[config.mk]
export PLATFORM = sky130hd
export DESIGN_NAME = mem_bus_arbiter
export DESIGN_NICKNAME = d
export VERILOG_FILES = /design/src/rtl/mem_bus_arbiter.sv
export SDC_FILE = /design/constraint.sdc
export NUM_CORES = 1
export LEC_CHECK = 0
export ABC_CLOCK_PERIOD_IN_PS = 2400
export CAP_MARGIN = 20
export CORE_AREA = 3 3 149 151
export CTS_CLUSTER_DIAMETER = 60
export CTS_CLUSTER_SIZE = 30
export DETAILED_ROUTE_END_ITERATION = 16
export DIE_AREA = 0 0 152 154
export PLACE_DENSITY = 0.56
export SYNTH_ARGS = -nofsm -noshare
export SYNTH_HDL_FRONTEND = slang
export SYNTH_SLANG_ARGS = --single-unit
[constraint.sdc]
create_clock -name clock -period 2.4 [get_ports clock]
set_input_delay 0.48 -clock clock [delete_from_list [all_inputs] [get_ports clock]]
set_output_delay 0.48 -clock clock [all_outputs]
set_load 0.005 [all_outputs]
[src/rtl/mem_bus_arbiter.sv]
// ============================================================================
// mem_bus_arbiter: icache/dcache arbiter for a single-ported tagged memory bus
// Revision: 1.0
// ============================================================================
`default_nettype none

`ifndef XLEN
`define XLEN 32
`endif

module mem_bus_arbiter #(
  parameter int STARVE_LIMIT = 4,
  parameter int XLEN         = `XLEN
) (
  input  logic            clock,
  input  logic            reset,
  input  logic [1:0]      proc2Imem_command,
  input  logic [XLEN-1:0] proc2Imem_addr,
  input  logic [1:0]      proc2Dmem_command,
  input  logic [XLEN-1:0] proc2Dmem_addr,
  input  logic [63:0]     proc2Dmem_data,
  input  logic [3:0]      mem2ctrl_response,
  input  logic [63:0]     mem2ctrl_data,
  input  logic [3:0]      mem2ctrl_tag,
  output logic [1:0]      ctrl2mem_command,
  output logic [XLEN-1:0] ctrl2mem_addr,
  output logic [63:0]     ctrl2mem_data,
  output logic            d_request,
  output logic [3:0]      Imem2proc_response,
  output logic [3:0]      Dmem2proc_response,
  output logic [63:0]     mem2proc_data,
  output logic [3:0]      Imem2proc_tag,
  output logic [3:0]      Dmem2proc_tag,
  output logic [3:0]      outstanding_cnt,
  output logic            bus_idle
);

  localparam logic [1:0] BUS_NONE = 2'd0;
  localparam logic [1:0] BUS_LOAD = 2'd1;
  localparam logic [3:0] LIMIT    = 4'(STARVE_LIMIT);

  logic        i_req;
  logic        d_req;
  logic        force_i;
  logic        d_grant;
  logic        i_grant;
  logic        alloc;
  logic        ret_valid;
  logic [15:0] busy;
  logic [15:0] owner;
  logic [15:0] busy_next;
  logic [15:0] owner_next;
  logic [3:0]  starve_cnt;
  logic [3:0]  starve_next;
  logic [3:0]  cnt_next;

  assign i_req   = (proc2Imem_command == BUS_LOAD);
  assign d_req   = (proc2Dmem_command != BUS_NONE);
  assign force_i = i_req && (starve_cnt >= LIMIT);
  assign d_grant = d_req && !force_i;
  assign i_grant = !d_grant && i_req;

  always_comb begin
    ctrl2mem_command = BUS_NONE;
    ctrl2mem_addr    = '0;
    ctrl2mem_data    = '0;
    if (d_grant) begin
      ctrl2mem_command = proc2Dmem_command;
      ctrl2mem_addr    = proc2Dmem_addr;
      ctrl2mem_data    = proc2Dmem_data;
    end else if (i_grant) begin
      ctrl2mem_command = BUS_LOAD;
      ctrl2mem_addr    = proc2Imem_addr;
    end
  end

  assign d_request          = d_grant;
  assign Dmem2proc_response = d_grant ? mem2ctrl_response : 4'd0;
  assign Imem2proc_response = i_grant ? mem2ctrl_response : 4'd0;
  assign mem2proc_data      = mem2ctrl_data;

  // Only accepted loads own a tag; stores complete on acceptance.
  assign alloc = ((d_grant && (proc2Dmem_command == BUS_LOAD)) || i_grant)
                 && (mem2ctrl_response != 4'd0);

  // Bit 0 of busy is never set, so tag 0 can never look valid.
  assign ret_valid     = (mem2ctrl_tag != 4'd0) && busy[mem2ctrl_tag];
  assign Dmem2proc_tag = (ret_valid &&  owner[mem2ctrl_tag]) ? mem2ctrl_tag : 4'd0;
  assign Imem2proc_tag = (ret_valid && !owner[mem2ctrl_tag]) ? mem2ctrl_tag : 4'd0;

  assign bus_idle = (outstanding_cnt == 4'd0) && (ctrl2mem_command == BUS_NONE);

  // Return is applied before allocate so a same-tag reuse keeps busy set.
  always_comb begin
    busy_next  = busy;
    owner_next = owner;
    if (ret_valid) begin
      busy_next[mem2ctrl_tag] = 1'b0;
    end
    if (alloc) begin
      busy_next[mem2ctrl_response]  = 1'b1;
      owner_next[mem2ctrl_response] = d_grant;
    end
  end

  always_comb begin
    cnt_next = outstanding_cnt;
    case ({alloc, ret_valid})
      2'b10:   cnt_next = outstanding_cnt + 4'd1;
      2'b01:   cnt_next = outstanding_cnt - 4'd1;
      default: cnt_next = outstanding_cnt;
    endcase
  end

  always_comb begin
    starve_next = starve_cnt;
    if (i_req && d_grant) begin
      starve_next = (starve_cnt == 4'hF) ? starve_cnt : starve_cnt + 4'd1;
    end else if (i_grant) begin
      starve_next = 4'd0;
    end
  end

  always_ff @(posedge clock or negedge reset) begin
    if (!reset) begin
      busy            <= '0;
      owner           <= '0;
      starve_cnt      <= 4'd0;
      outstanding_cnt <= 4'd0;
    end else begin
      busy            <= busy_next;
      owner           <= owner_next;
      starve_cnt      <= starve_next;
      outstanding_cnt <= cnt_next;
    end
  end

endmodule

`default_nettype wire
# Word level (Yosys, flattened, before mapping)
# Index checks and enable logic that the tools add are counted.
[totals] wordCells=69 input_bits=206 register_bits=40 out_inout_bits=184
[classes] n_eq_ne=6 addsub=3 bitwise=3 n_mux=24 reduce_logical=24 magnitude_cmp=5
[op_table] operator="32-bit 2-to-1 mux" count=2
[op_table] operator="64-bit 2-to-1 mux" count=1
[op_table] operator="16-bit 2-to-1 mux" count=2
[op_table] operator="4-bit 2-to-1 mux" count=7
[op_table] operator="16-bit bitwise AND" count=1
[op_table] operator="16-bit bitwise mux" count=1
[op_table] operator="16-bit inverter" count=1
[op_table] operator="16-bit OR" count=1
[op_table] operator="1-bit logical AND" count=12
[op_table] operator="4-bit by 5-bit < comparator with 1-bit output (second input constant)" count=2
[op_table] operator="4-bit by 1-bit adder with 4-bit output (second input constant)" count=2
[op_table] operator="1-bit binary-select mux with 4-bit select" count=2
[op_table] operator="1-bit demux with 4-bit select" count=2
[op_table] operator="4-bit by 1-bit greater-or-equal comparator with 1-bit output (second input constant)" count=2
[op_table] operator="4-bit case mux with 2 select lines" count=1
[op_table] operator="4-bit nonzero test" count=2
[op_table] operator="2-bit by 1-bit == test with 1-bit output (second input constant)" count=3
[op_table] operator="2-bit nonzero test" count=3
[op_table] operator="1-bit 2-to-1 mux" count=5
[op_table] operator="4-bit == test (second input constant)" count=1
[op_table] operator="4-bit by 3-bit greater-or-equal comparator with 1-bit output (second input constant)" count=1
[op_table] operator="4-bit logical NOT" count=1
[op_table] operator="4-bit by 1-bit subtractor with 4-bit output (second input constant)" count=1
[op_table] operator="1-bit logical NOT" count=3
[op_table] operator="6 further kinds" count=6

# Depth between registers and ports, before layout
# Gate-level depths: netlist of the first run.
[logic_depth] word_depth=10 ltp_mapped=13 depth_no_buf=11

# Least setup slack after synthesis of the first run
# Ideal clock, no wire load.
[synth_path] path_type="input port to flip-flop" start="in mem2ctrl_tag[0]" end="reg outstanding_cnt[2]" path_buffers=1 t_arrival_ns=2.737 stages=12 required_time_ns=2.273 setup_time_ns=0.127 path_slack_ns=-0.464 path_cell_list="buf_6 > mux4_1 > mux2_2 > a22oi_4 > nor2_1 > ha_1 > xor2_1 > ha_1 > a21oi_1 > xor2_1 > nor2_1 > xor2_1"
[synth_between] elab_chain_len=5 elab_cells_between_ends=8 classes_between="2 x eq/ne; 3 x mux; 3 x reduce/logical"
[synth_rtl] element="start, declared" line="24" source="input logic [3:0] mem2ctrl_tag,"
[synth_rtl] element="1-bit binary-select mux with 4-bit select" line="87" source="assign ret_valid = (mem2ctrl_tag != 4'd0) && busy[mem2ctrl_tag];"
[synth_rtl] element="1-bit 2-to-1 mux (implied by the code)" line="87"
[synth_rtl] element="1-bit logical AND (*)" line="87"
[synth_rtl] element="2-bit by 1-bit == test with 1-bit output / 2-bit == test (equally long branches)" line="108" source="case ({alloc, ret_valid})"
[synth_rtl] element="4-bit case mux with 2 select lines / 2-bit nonzero test (equally long branches)"
[synth_rtl] element="end signal, assigned" line="134" source="outstanding_cnt <= cnt_next;"
[synth_rtl] element="end, declared" line="34" source="output logic [3:0] outstanding_cnt,"
# Mark *: on every way between the ends. The rest lies on a longest branch, timed or not. The select of a mux whose other input is x is not followed.
# A chain may end at the register's enable or synchronous reset.

# Worst setup path in the final report of the first run
# Same ends and word-level chain as after synthesis.

==> results of run 1 <==
## layer usage
layer	vias up	track usage [%]	routed length, µm
met5	-	0	0
met3	22	5.99	1750
met2	204	24.7	8680
li1	1987	-	-
met4	0	3.04	257
met1	1979	18.4	7360
## layout make-up
| type | count | area (µm²) |
|---|---|---|
| Multi-Input combinational cell | 314 | 2180 |
| Clock inverter | 2 | 38.8 |
| Inverter | 3 | 16.3 |
| Sequential cell | 40 | 1000 |
| Timing Repair Buffer | 364 | 3430 |
| Tap cell | 275 | 344 |
| Antenna cell | 2 | 5.00 |
| Clock buffer | 6 | 139 |
| Fill cell | 2205 | 13800 |
## cells in the final DEF, fill, tap and decap left out, types with 5 or more instances in the layout
cell type	count
nand3_2	5
nand4b_1	6
buf_4	64
buf_6	17
dlygate4sd2_1	28
nor2_1	6
nand3_1	32
buf_16	6
clkdlybuf4s50_1	139
clkbuf_16	5
nand4_1	5
and3_1	5
and2_1	69
o21ai_0	18
nand2_1	83
mux4_2	7
dfrtp_1	40
clkbuf_2	15
nand2b_1	8
buf_2	48
mux2_2	16
buf_12	13
clkdlybuf4s15_1	28
nor3b_2	6
## path summary, 6_finish.rpt
| check | slack [ps] | end | start |
|---|---|---|---|
| setup / recovery | -180 | outstanding_cnt[2] | mem2ctrl_tag[0] |
| min in group clock | 380 | owner[0] | owner[0] |
| hold reg to reg | 380 | owner[0] | owner[0] |
| setup reg to reg | -150 | outstanding_cnt[2] | busy[3] |
| hold / removal | 130 | owner[1] | reset |
| max in group asynchronous | 1700 | owner[6] | reset |
## cells by family (layout without fill, tap and decap cells)
family          Yosys count  after routing  share of synthesized area [%]
other cells               0              2                              0
flops                    40             40                           27.7
buf+inv                  97            375                           17.5
compound gates           29             29                           5.20
mux                      26             26                           10.6
xor+xnor                  5              5                           1.21
fa+ha+maj                 4              4                           1.39
simple gates            250            250                           36.3
## registers in the layout (all words and copies together) (netlist names)
| register | flops |
|---|---|
| busy | 16 |
| outstanding_cnt | 4 |
| starve_cnt | 4 |
| owner | 16 |
## what timing repair did
action	in CTS	in global routing
setup buffers	30	7
endpoints found under the setup margin	120	68
resized for setup	366	39
pin swaps	17	19
cloned	9	0
## stage by stage
step / hold slack [ps] / instance area [µm²] / std cells
floorplan: 184 / 3620 / 451
global placement: 372 / 6490 / 952
detailed placement: 372 / 6490 / 952
CTS: 141 / 7160 / 999
global route: 157 / 7160 / 1006
finish: 127 / 7160 / 1006
## critical path, stage by stage
cell and delay [ps]:
buf_8 80, buf_12 110, mux4_2 490, mux2_4 290
a22oi_4 180, buf_6 130, nor2_4 40, ha_4 170
xor2_2 150, ha_4 160, a21oi_2 100, xor2_1 150
nor2_1 60, xor2_1 150
## power groups by stage
stage                     Combinational (mW)  Clock, mW  Sequential, mW
after floorplan                        0.808          0           0.974
after global placement                  1.82          0            1.00
after detailed placement                1.83          0           0.990
after CTS                               2.11      0.814           0.982
after global routing                    2.32      0.849            1.01
final                                   2.13      0.796           0.989
==> reports/qor.txt, run 1 <==
Leading post-synthesis cells by cell area: dfrtp_1 28%, buf_4 13%, and2_1 12%
Power density cells: 547 nW/µm²
P_leak: 3.34 nW
TritonCTS Buffers: 5
Die Span Y: 154 µm
Total Routing Usage GR: 14.9%
H-tree depth: 2
Place WS: -902 ps
Clk_skew: 9.68 ps
Slew Viols, Final: 0
Detailed placement HPWL: 13400 µm
# nets final: 938
Setup ws final: -181 ps
Finished Core Util: 34.2%
First-iteration detailed-routing DRC count: 174
CTS Root Cell: clkbuf_16
Vias per inst: 4.17
Most frequent cells after synthesis: 88 x nand2_1, 70 x and2_1, 64 x buf_4
Die area: 23400 µm²
Number of global-route vias before repair: 4535
CTS tree: built
Fmax: 0.387 GHz
RSZ-0062 raised after global routing: yes
Layout area overhead: 98.1%
Initial Util: 17.2%
Max-cap violations: 0
Slew headroom: 71.3%
Worst EP arrival: 2760 ps
Ys flop type: dfrtp_1
Final total power: 3.91 mW
Core region area: 21000 µm²
Mean post-synth cell area: 8.01 µm²
R2r worst-path depth: 12
Share of the synthesized area in the top cell type: 27.7%
Netlist Area Pre-Place: 3610 µm²
Die X: 152 µm
Routed len/inst: 17.9 µm
Logic pwr share: 54.4%
Crit Path Category: input port to register
Final wirelength: 18000 µm
Crit path launch type: input port
Setup Viol. Count Final: 10
First-pass GRT wire length: 27500 µm
#FFs+latches synth: 40
Sequential area share after synthesis: 27.7%
Final GP Congestion: 0.820
Maximum vdd drop: 0.000271 V
Hold buffers post-CTS: 0
Initial antenna violation count: 2
Total grt overflow: 0
Power share of the sequential group: 25.3%
Fin crit share: 108%
Crit. End Element: register
Worst min path class: input port to asynchronous set/reset pin
Synth area leader: dfrtp_1
Largest net degree at the start of global routing: 21
TritonCTS sink count: 40
First-pass DRT Iterations: 4
Antenna Nets Post-Route: 0
Clock slew at reported path FFs: 70 ps
Number of port buffers: 261
Total number of vias: 4192
CP max FO: 6
Status: finished, violations left
Internal: 2.65 mW
Crit path required time: 2580 ps
Clock power share: 20.3%
Psw: 1.26 mW
Sw frac: 32.2%
Cell with the most instances after synthesis: nand2_1
Final Hold Viols: 0
Final TNS setup: -970 ps
Least-Margin Pin Slew: 431 ps
DRC: 0
Row count: 53
Syn nets: 661
CTS max path bufs: 2
Asr flop ratio synth: 100%
Io pins: 390
Violated checks: negative setup slack
Minimum clock period: 2580 ps
Cells after synthesis: 451
Fraction of layout instances using a drive strength above 1: 33.2%
Post-synth EDFFs: 0
Clk Latency, worst-skew pair: 290 ps
Ys Warns: 0
Count of cell types in the netlist: 40
(Power assumes the default switching activity.)
==> run 2, diff against run 1 <==
--- a/config.mk
+++ b/config.mk
@@ -5,7 +5,7 @@
 export SDC_FILE = /design/constraint.sdc
 export NUM_CORES = 1
 export LEC_CHECK = 0
-export ABC_CLOCK_PERIOD_IN_PS = 2400
+export ABC_CLOCK_PERIOD_IN_PS = 2070
 export CAP_MARGIN = 20
 export CORE_AREA = 3 3 149 151
 export CTS_CLUSTER_DIAMETER = 60
==> constraint.sdc (replaced) <==
create_clock -name clock -period 2.07 [get_ports clock]
set_input_delay 0.414 -clock clock [delete_from_list [all_inputs] [get_ports clock]]
set_output_delay 0.414 -clock clock [all_outputs]
set_load 0.005 [all_outputs]
==> reports/qor.txt, run 2 (synthesis gave the netlist of run 1 again) <==
Total grt overflow: 0 (unchanged)
Fin crit share: 121%
First-pass GRT wire length: 27800 µm (+1.2%)
CTS tree: built
Final wirelength: 18400 µm (+1.8%)
Largest net degree at the start of global routing: 41 (+95%)
Dpl cell area: 6560 µm² (+1.0%)
Clock power share: 18.6% (-1.7 points)
Crit Path Category: register to register
Least-Margin Pin Slew: 541 ps (+110 ps)
# diodes: 0 (-2)
Initial Util: 17.2% (unchanged)
Final Instance Area: 8130 µm² (+14%)
Die Span Y: 154 µm (unchanged)
First-pass DRT Iterations: 4 (unchanged)
Final Hold Viols: 0 (unchanged)
P_leak: 3.73 nW (+12%)
Number of port buffers: 261 (unchanged)
Largest registers: busy: 16 flops, owner: 16 flops
Final total power: 5.11 mW (+30%)
Total number of vias: 4225 (+0.79%)
Row count: 53 (unchanged)
Total Routing Usage GR: 15.1% (+0.19 points)
Core region area: 21000 µm² (unchanged)
Detailed placement HPWL: 13400 µm (+0.31%)
Place WS: -1100 ps (-195 ps)
First-iteration detailed-routing DRC count: 100 (-43%)
H-tree depth: 2 (unchanged)
Number of global-route vias before repair: 4610 (+1.7%)
Logic pwr share: 59.0% (+4.6 points)
Setup Viol. Count Final: 65 (+55)
Die area: 23400 µm² (unchanged)
Worst min path class: input port to asynchronous set/reset pin
Max-cap violations: 0 (unchanged)
Hold WS: 186 ps (+59.2 ps)
Final Non-Filler Cells: 1026 (+2.0%)
Vias per inst: 4.12 (-1.2%)
Io pins: 390 (unchanged)
DRC: 0 (unchanged)
Final GP Congestion: 0.807 (-1.5%)
Layout area overhead: 125%
TritonCTS sink count: 40 (unchanged)
Crit path launch type: register
Most frequent cells in the layout: 137 x clkdlybuf4s50_1, 112 x buf_6, 63 x and2_4
Crit. End Element: register
Die X: 152 µm (unchanged)
Routed len/inst: 17.9 µm (-0.22%)
CTS Root Cell: clkbuf_16
Internal: 3.51 mW (+32%)
Sw frac: 31.3% (-0.91 points)
Maximum vdd drop: 0.000266 V (-1.8%)
RSZ-0062 raised after global routing: yes
Clock slew at reported path FFs: 60 ps (about the same)
Commonest non-fill, non-tap cell in the layout: clkdlybuf4s50_1
Fraction of layout instances using a drive strength above 1: 58.3% (+25 points)
CP max FO: 2 (-4)
Minimum clock period: 2500 ps
Setup ws final: -431 ps (-250 ps)
Crit path required time: 2240 ps (-340 ps)
Psw: 1.60 mW (+27%)
Clk_skew: 4.53 ps (-5.15 ps)
Worst EP arrival: 2670 ps (-90 ps)
Slew headroom: 64.0% (-7.3 points)
Fillers: 2165 (-1.8%)
Violated checks: negative setup slack
Clk Latency, worst-skew pair: 290 ps (about the same)
Slew Viols, Final: 0 (unchanged)
# nets final: 960 (+2.3%)
Power share of the sequential group: 22.3% (-3.0 points)
Antenna Nets Post-Route: 0 (unchanged)
Fmax: 0.400 GHz
Power density cells: 628 nW/µm² (+15%)
CTS max path bufs: 2 (unchanged)
Initial antenna violation count: 0 (-2)
TritonCTS Buffers: 5 (unchanged)
Status: finished, violations left
Placed cells: 959 (+0.74%)
run 2: cell type report:
class,instances,area (µm²),area share (%)
clock inverter,1,30.0,0.370
tap,275,344,4.23
timing repair buffer,386,3960,48.7
multi-input combinational,314,2630,32.3
sequential,40,1000,12.3
inverter,3,16.3,0.200
clock buffer,7,153,1.88
run 2: power groups by stage:
stage | logic, mW | registers (mW) | clock network, mW
4_1_cts | 2.97 | 1.14 | 0.986
6_report | 3.01 | 1.14 | 0.951
3_3_place_gp | 2.19 | 1.15 | 0
3_5_place_dp | 2.20 | 1.14 | 0
5_1_grt | 3.27 | 1.16 | 1.02
2_1_floorplan | 0.936 | 1.13 | 0
run 2: final timing paths:
path,from,endpoint,slack [ps],cells after the start
max reg2reg,busy[3],outstanding_cnt[2],-430,12
max,busy[3],outstanding_cnt[2],-430,12
max in group asynchronous,reset,busy[15],1500,2
min,reset,busy[0],190,2
min reg2reg,busy[0],busy[0],380,0
min in group clock,busy[0],busy[0],380,0
run 2: timing repair:
| action | CTS | global route |
|---|---|---|
| endpoints found under the hold margin | 0 | 0 |
| buffers inserted | 51 | 10 |
| setup endpoints to repair | 128 | 104 |
| gates resized for setup | 707 | 101 |
| hold buffers | 0 | 0 |
| pin swaps | 92 | 53 |
| gates cloned | 12 | 1 |
run 2: worst max-delay path, cell delays in order, from the launching register on:
cell	delay (ps)
dfrtp_1	380
mux4_2	460
mux2_4	290
a22oi_4	140
buf_6	130
nor2_4	40
ha_4	170
xor2_1	160
ha_2	170
a21oi_2	110
xor2_1	150
nor2_1	60
xor2_1	130
run 2: per-layer routing:
layer	routed length (µm)	vias up	global-route usage, %
met5	0	-	0
met4	436	0	4.45
met3	1760	33	6.22
met2	9220	179	25.6
met1	6950	1991	17.5
li1	-	2022	-
run 2: stage by stage:
step	utilization [%]	setup TNS, ps
finish	38.8	-6090
global route	38.8	-12940
CTS	37.8	-10500
detailed placement	31.3	-80100
global placement	31.3	-82570
floorplan	-	-1540
==> run 3, diff against run 2 <==
==> constraint.sdc (replaced) <==
create_clock -name clock -period 2.07 [get_ports clock]
set_input_delay 0.621 -clock clock [delete_from_list [all_inputs] [get_ports clock]]
set_output_delay 0.621 -clock clock [all_outputs]
set_load 0.005 [all_outputs]
==> reports/qor.txt, run 3 (synthesis gave the netlist of run 1 again) <==
Violated checks: negative setup slack
Layout area overhead: 132%
Worst min path class: input port to asynchronous set/reset pin
Slew headroom: 64.5% (+0.52 points)
Crit path required time: 1450 ps (-790 ps)
Fraction of layout instances using a drive strength above 1: 60.3% (+1.9 points)
Slew Viols, Final: 0 (unchanged)
Dpl cell area: 6540 µm² (-0.19%)
Die area: 23400 µm² (unchanged)
Routed len/inst: 18.3 µm (+2.3%)
Hold WS: 391 ps (+205 ps)
Initial antenna violation count: 3 (+3)
Crit path launch type: input port
Clk_skew: 11.1 ps (+6.60 ps)
Most frequent cells in the layout: 136 x clkdlybuf4s50_1, 118 x buf_6, 66 x and2_4
Final Hold Viols: 0 (unchanged)
Least-Margin Pin Slew: 533 ps (-7.88 ps)
Final wirelength: 19000 µm (+3.3%)
Max-cap violations: 0 (unchanged)
Fmax: 0.368 GHz (-7.9%)
Crit Path Category: input port to output pin
Hold buffers post-CTS: 0 (unchanged)
TritonCTS sink count: 40 (unchanged)
Minimum clock period: 2720 ps (+215 ps)
Crit. End Element: output pin
Commonest non-fill, non-tap cell in the layout: clkdlybuf4s50_1
Number of port buffers: 261 (unchanged)
Initial Util: 17.2% (unchanged)
Total Routing Usage GR: 15.5% (+0.41 points)
Die Span Y: 154 µm (unchanged)
Fin crit share: 131% (+10 points)
Total grt overflow: 0 (unchanged)
Maximum vdd drop: 0.000338 V (+27%)
Largest registers: busy: 16 flops, owner: 16 flops
Io pins: 390 (unchanged)
P_leak: 3.85 nW (+3.2%)
Met3 wire length: 1780 µm (+1.3%)
Row count: 53 (unchanged)
CP max FO: 8 (+6)
Routed metal-1 wirelength: 7880 µm (+13%)
H-tree depth: 2 (unchanged)
Place WS: -1470 ps (-368 ps)
Core region area: 21000 µm² (unchanged)
DRC: 0 (unchanged)
First-pass DRT Iterations: 4 (unchanged)
Met2 routed WL: 8910 µm (-3.3%)
Setup ws final: -646 ps (-215 ps)
Number of global-route vias before repair: 4610 (unchanged)
Clock slew at reported path FFs: 70 ps (about the same)
Total number of vias: 4309 (+2.0%)
Power density cells: 625 nW/µm² (-0.53%)
Detailed placement HPWL: 13400 µm (about the same)
Die X: 152 µm (unchanged)
TritonCTS Buffers: 5 (unchanged)
First-iteration detailed-routing DRC count: 128 (+28%)
Slowest stage delay, CP: 490 ps (+30 ps)
CP bufs+invs: 4 (+3)
Family with the most delay on the worst path: multiplexers
First-pass GRT wire length: 28200 µm (+1.2%)
Clk Latency, worst-skew pair: 290 ps (about the same)
Critical Path, Cell by Cell: buf_12, mux4_2, mux2_4, a22oi_4, buf_4, buf_6, nor3b_2, buf_2
Final Instance Area: 8370 µm² (+3.0%)
Top sig layer: met5
Vias per inst: 4.16 (+1.0%)
# nets final: 969 (+0.94%)
CTS max path bufs: 2 (unchanged)
CTS Root Cell: clkbuf_16
Final GP Congestion: 0.784 (-2.9%)
CP max stage cell: mux4_2
Largest net degree at the start of global routing: 41 (unchanged)
RSZ-0062 raised after global routing: yes
Finished Core Util: 39.9% (+1.2 points)
Status: finished, violations left
Antenna Nets Post-Route: 0 (unchanged)
Worst EP arrival: 2100 ps (-570 ps)
CTS tree: built
Setup Viol. Count Final: 118 (+82%)
[run 3: layout make-up]
class	count	area, µm²
diodes	1	2.50
clock buffers	5	125
clock inverters	3	46.3
fillers	2076	12600
inverters	3	16.3
multi-input cells	314	2670
flip-flops and latches	40	1000
well taps	275	344
repair buffers	395	4160
[run 3: where the power goes]
part / internal [mW] / switching [mW] / leakage [nW]
clock: 0.573 / 0.336 / 0.0804
sequential: 1.00 / 0.126 / 0.497
combinational: 2.01 / 1.18 / 3.27
[run 3: path summary, 6_finish.rpt]
kind	to	slack, ps	cells after the start	from
setup / recovery	Imem2proc_tag[3]	-650	8	mem2ctrl_tag[0]
hold / removal	busy[9]	390	2	reset
setup reg to reg	outstanding_cnt[2]	-530	12	busy[8]
hold reg to reg	busy[0]	400	0	busy[0]
max in group asynchronous	starve_cnt[3]	1300	2	reset
min in group clock	busy[0]	400	0	busy[0]
[run 3: repair_timing]
item,CTS,global route
setup endpoints to repair,145,121
cloned,15,0
pin swaps,114,38
setup buffers,61,15
gates resized for setup,775,90
[run 3: per-stage QoR]
| step | total power, mW | cells | TNS, ps |
|---|---|---|---|
| 3_3_place_gp | 3.31 | 956 | -140890 |
| 3_5_place_dp | 3.31 | 956 | -140640 |
| 2_1_floorplan | 2.11 | 451 | -5310 |
| 4_1_cts | 5.20 | 1037 | -47770 |
| 6_report | 5.23 | 1036 | -46420 |
| 5_1_grt | 5.55 | 1036 | -52200 |
[run 3: worst register-to-register path, stage by stage, from the launching register on]
cell     delay, ps
dfrtp_1        400
mux4_2         460
mux2_4         280
a22oi_4        180
buf_6          140
nor2_2          50
ha_2           190
xor2_1         160
ha_2           180
a21oi_2        110
xor2_1         140
nor2_1          60
xor2_1         130
[run 3: metal layers]
metal,global-route usage [%],vias up
li1,-,2058
met1,19.4,2015
met2,24.6,194
met3,6.50,38
met4,4.24,4
met5,0,-
